[src/rtl/vending_pkg.sv]
// ---------------------------------------------------------------------------
// vending_pkg : shared coin values, prices and can-select type
// Revision    : 1.0
// ---------------------------------------------------------------------------
`default_nettype none

package vending_pkg;

  localparam int C10        = 1;
  localparam int C50        = 5;
  localparam int C100       = 10;

  localparam int PRICE1_DEF = 6;
  localparam int PRICE2_DEF = 10;
  localparam int PRICE3_DEF = 15;
  localparam int CREDIT_MAX = 30;
  localparam int CREDIT_W   = 5;
  localparam int EFF_W      = CREDIT_W + 1;

  typedef enum logic [1:0] {
    NONE = 2'd0,
    CAN1 = 2'd1,
    CAN2 = 2'd2,
    CAN3 = 2'd3
  } can_sel_e;

endpackage

`default_nettype wire

[src/rtl/coin_adder.sv]
// ---------------------------------------------------------------------------
// coin_adder : sums this cycle's coins onto the credit, rejecting overflow
// Revision   : 1.0
// ---------------------------------------------------------------------------
`default_nettype none

module coin_adder
  import vending_pkg::*;
#(
  parameter int CREDIT_LIMIT = CREDIT_MAX
) (
  input  logic [CREDIT_W-1:0] state,
  input  logic                input10,
  input  logic                input50,
  input  logic                inputa0,
  output logic [EFF_W-1:0]    eff
);

  logic [EFF_W-1:0] coin_sum;
  logic [EFF_W-1:0] eff_raw;

  always_comb begin
    coin_sum = '0;
    if (input10) coin_sum = coin_sum + EFF_W'(C10);
    if (input50) coin_sum = coin_sum + EFF_W'(C50);
    if (inputa0) coin_sum = coin_sum + EFF_W'(C100);
    eff_raw = {1'b0, state} + coin_sum;
    // Over the ceiling the whole cycle's coins are refused, not clipped.
    if (eff_raw > EFF_W'(CREDIT_LIMIT)) eff = {1'b0, state};
    else                                eff = eff_raw;
  end

endmodule

`default_nettype wire

[src/rtl/act_vending_unit.sv]
// ---------------------------------------------------------------------------
// act_vending_unit : credit accumulator, priority can select, one-cycle change
// Revision         : 1.0
// ---------------------------------------------------------------------------
`default_nettype none

module act_vending_unit
  import vending_pkg::*;
#(
  parameter int PRICE1     = PRICE1_DEF,
  parameter int PRICE2     = PRICE2_DEF,
  parameter int PRICE3     = PRICE3_DEF,
  parameter int CREDIT_MAX = vending_pkg::CREDIT_MAX
) (
  input  logic                clk,
  input  logic                rst,
  input  logic                input10,
  input  logic                input50,
  input  logic                inputa0,
  input  logic                selectcan1,
  input  logic                selectcan2,
  input  logic                selectcan3,
  output logic                can1,
  output logic                can2,
  output logic                can3,
  output logic [CREDIT_W-1:0] chng
);

  logic [CREDIT_W-1:0] state_q, state_d;
  logic                can1_q, can1_d;
  logic                can2_q, can2_d;
  logic                can3_q, can3_d;
  logic [CREDIT_W-1:0] chng_q, chng_d;

  logic [EFF_W-1:0]    eff;
  logic [EFF_W-1:0]    price;
  can_sel_e            sel;

  coin_adder #(
    .CREDIT_LIMIT (CREDIT_MAX)
  ) u_coin_adder (
    .state   (state_q),
    .input10 (input10),
    .input50 (input50),
    .inputa0 (inputa0),
    .eff     (eff)
  );

  always_comb begin
    sel   = NONE;
    price = '0;
    if (selectcan1) begin
      sel   = CAN1;
      price = EFF_W'(PRICE1);
    end else if (selectcan2) begin
      sel   = CAN2;
      price = EFF_W'(PRICE2);
    end else if (selectcan3) begin
      sel   = CAN3;
      price = EFF_W'(PRICE3);
    end
  end

  always_comb begin
    state_d = eff[CREDIT_W-1:0];
    can1_d  = 1'b0;
    can2_d  = 1'b0;
    can3_d  = 1'b0;
    chng_d  = '0;
    // Short credit keeps eff as the new balance; a vend pays everything out.
    if (sel != NONE && eff >= price) begin
      chng_d  = CREDIT_W'(eff - price);
      state_d = '0;
      case (sel)
        CAN1:    can1_d = 1'b1;
        CAN2:    can2_d = 1'b1;
        CAN3:    can3_d = 1'b1;
        default: ;
      endcase
    end
  end

  always_ff @(posedge clk or negedge rst) begin
    if (!rst) begin
      state_q <= '0;
      can1_q  <= 1'b0;
      can2_q  <= 1'b0;
      can3_q  <= 1'b0;
      chng_q  <= '0;
    end else begin
      state_q <= state_d;
      can1_q  <= can1_d;
      can2_q  <= can2_d;
      can3_q  <= can3_d;
      chng_q  <= chng_d;
    end
  end

  assign can1 = can1_q;
  assign can2 = can2_q;
  assign can3 = can3_q;
  assign chng = chng_q;

endmodule

`default_nettype wire

[config.mk]
export PLATFORM = sky130hd
export DESIGN_NAME = act_vending_unit
export DESIGN_NICKNAME = d
export VERILOG_FILES = /design/src/rtl/vending_pkg.sv /design/src/rtl/coin_adder.sv /design/src/rtl/act_vending_unit.sv
export SDC_FILE = /design/constraint.sdc
export NUM_CORES = 1
export LEC_CHECK = 0
export CORE_AREA = 2 2 47 49
export DETAILED_ROUTE_END_ITERATION = 10
export DIE_AREA = 0 0 49 51
export PLACE_DENSITY = 0.85
export SYNTH_ARGS = -nofsm -noshare
export SYNTH_HDL_FRONTEND = slang
export SYNTH_HIERARCHICAL = 1
export SYNTH_SLANG_ARGS = --single-unit
[constraint.sdc]
create_clock -name clk -period 4 [get_ports clk]
set_input_delay 0.6 -clock clk [delete_from_list [all_inputs] [get_ports clk]]
set_output_delay 0.6 -clock clk [all_outputs]
set_load 0.02 [all_outputs]
==> impl_results.md <==
- Crit path DAT: 4.09 ns
- Pre-antenna DRT Iters: 4
- Critical path class: in -> reg
- R2R Setup Slk: 0.55 ns
- Area contributors post-synth: dfrtp_1, ha_1, nor2_1
- Post-route ant nets: 0
- Die area: 2499 µm²
- Hold path depth: 2
- Synth Cell Area: 993.5 µm²
- Pins over their slew limit: 0
- Avg Cell Area, Syn: between 9 and 10 µm²
- Post-DP HPWL: 1.662 mm
- Hold Violations, Final: 0
- Fill cell count: 168
- First-pass GRT wire length: 3.567 mm
- Vias after detailed routing: 847
- Fmax: about 260 MHz
- Layout Nets: 165
- Final WS setup: 0.1115 ns
- CTS tree: done
- WHS: 0.6661 ns
- Critical path data required time: 4.21 ns
- Ys async rst share: 1.000
- Library cells used by synthesis: 32
- Worst R2R Path Depth: 16
- R2r endpoint: chng[4]
- Core Footprint: 2063 µm²
- Final TNS setup: 0 ns
- Remaining DRCs: 0
- Antenna fix cells: 0
- Most numerous cell in the Yosys netlist: nor2_1
- Clock sink count: 13
- H-tree depth: 1
- Post-Synthesis Cells: 102
- Largest net degree at the start of global routing: 14
- LEAKAGE: roughly 0.68 nW
- DRT Wirelength: 2.245 mm
- CTS buffer count: 3
- Synth Warn #: 6
- Vias in the first global route: approximately 840
- Top-area cell type share of the netlist area: 0.3275
- Clock Root Buffer: clkbuf_4
- Critical path endpoint category: flop
- Clock Tree Buf Depth: 2
- VDD IR-drop max: 0.5532 mV
- Placement Setup Slack: -0.6083 ns
- Crit share post-route: 0.9721
- Skew final: 0.001743 ns
- Seq/Total Area, Yosys: 0.3275
- Hold Crit Class: reg -> reg
- Die Y: about 51 µm
- Synth Net Count: roughly 120
- Rel. slew slack: 0.6151
- Design area: 1433 µm²
- Pwr Total: 1.060 mW
- CP Launch Type: input pin
- CP max FO: 4
- Final Wtd Congestion: between 0.9 and 1
- Final Critical Period: approximately 3.9 ns
- Initial core utilization: 0.4815
- Worst setup endpoint: chng[4]
- Final count of negative-setup-slack endpoints: 0
- Synthesized flop and latch total: 13
- Area growth, synth to finish: 44.21%
- Ports: 16
- Reg2reg start: state_q[0]
- Crit. Startpoint: input10
- Max_cap viols: 0
- EDFF count, synth: 0
- Run status: completed
- WL per Instance: 13.21 µm
- Rows: 17
- Fraction of layout cells with a size suffix above 1: 0.3380
- Synth Flop Type: dfrtp_1
- Synth cell count leaders: nor2_1, dfrtp_1, ha_1, inv_1, and2_1
- Initial antenna violation count: 0
- DRT iter0 DRCs: 16
- Area leader, netlist: dfrtp_1
- Cell area after placement: 1284 µm²
- Via/cell ratio: 4.982
- Slew @ Worst Pin: ~0.58 ns
- GR Overflow Total: 0
- CTS clock-pin slew for the worst setup and hold paths: 0.07 ns
- Die Wd: 49 µm
- IO Port Bufs: 15
- Skew-Pair Late Insertion Delay: 0.28 ns
- GR Util All Layers: 0.1888
- Cell Pwr Density: 740.0 nW/µm²
flip-flops by register name, indices dropped and copies added, names as in the netlist:
signal   count
can1         1
can2         1
can3         1
chng         5
state_q      5
critical path: stages:
cell      delay [ns]
clkbuf_2        0.11
inv_1           0.05
ha_1            0.28
inv_1           0.06
ha_2            0.17
inv_1           0.06
fa_2            0.40
xor2_4          0.18
buf_4           0.15
nor2_1          0.12
mux2i_1         0.12
o22ai_2         0.26
mux2_4          0.34
inv_2           0.06
ha_2            0.19
fa_2            0.22
nand2b_4        0.13
a21oi_4         0.07
or3b_1          0.40
a21oi_2         0.15
how the worst min path moves through the flow:
stage / from / to / slack (ns)
floorplan: rst / can1 / 0.30
CTS: state_q[0] / state_q[0] / 0.64
finish: state_q[0] / state_q[0] / 0.67
global placement: state_q[0] / state_q[0] / 0.63
detailed placement: state_q[0] / state_q[0] / 0.63
global route: state_q[0] / state_q[0] / 0.72
per-layer routing:
layer / up-vias / GRT usage / share of wire
li1: 421 / - / -
met1: 403 / 0.1922 / 0.37
met2: 16 / 0.3767 / 0.58
met3: 7 / 0.02047 / 0.029
met4: 0 / 0.1000 / 0.022
met5: - / 0 / 0
cells by family (layout without fill, tap and decap cells):
kind of cell / count (synthesis) / in the layout / synth area share
mux: 6 / 6 / 0.06423
other cells: 1 / 1 / 0.003775
compound gates: 16 / 16 / 0.1260
buf+inv: 11 / 51 / 0.04535
xor+xnor: 6 / 6 / 0.05291
fa+ha+maj: 14 / 14 / 0.1914
flops: 13 / 13 / 0.3275
simple gates: 35 / 35 / 0.1889
power by group:
part | leakage, nW | total, mW | internal [mW] | switching (mW)
Sequential | 0.169 | 0.199 | 0.181 | 0.0182
Combinational | 0.493 | 0.782 | 0.404 | 0.378
Clock | 0.0150 | 0.0792 | 0.0387 | 0.0404
stage by stage:
step	utilization	std cells
6_report	0.6944	170
5_1_grt	0.6944	170
3_5_place_dp	0.6222	159
3_3_place_gp	0.6222	159
2_1_floorplan	-	102
4_1_cts	0.6653	165
placed cells by master, fill, tap and decap left out, drive strengths merged, types with 2 or more instances in the layout:
cell type       n
buf            22
nor2           14
dfrtp          13
clkdlybuf4s50  12
ha             12
inv            10
and2            6
a21oi           6
clkbuf          6
nand2           4
o21ai           4
xnor2           3
mux2            3
mux2i           3
xor2            3
nor3            2
nor2b           2
fa              2
a211oi          2
nand2b          2
layout make-up:
type,instances,area (µm²),share of cell area
multi-input cells,78,700.7,0.4891
flip-flops and latches,13,325.3,0.2271
repair buffers,37,307.8,0.2148
inverters,10,37.54,0.02620
well taps,28,35.03,0.02445
clock buffers,4,26.28,0.01834
what timing repair did:
action,CTS,global route
setup buffers,2,5
endpoints found under the setup margin,12,12
hold buffers,0,0
pin swaps,2,8
gates resized for setup,11,10
(Power assumes the default switching activity.)
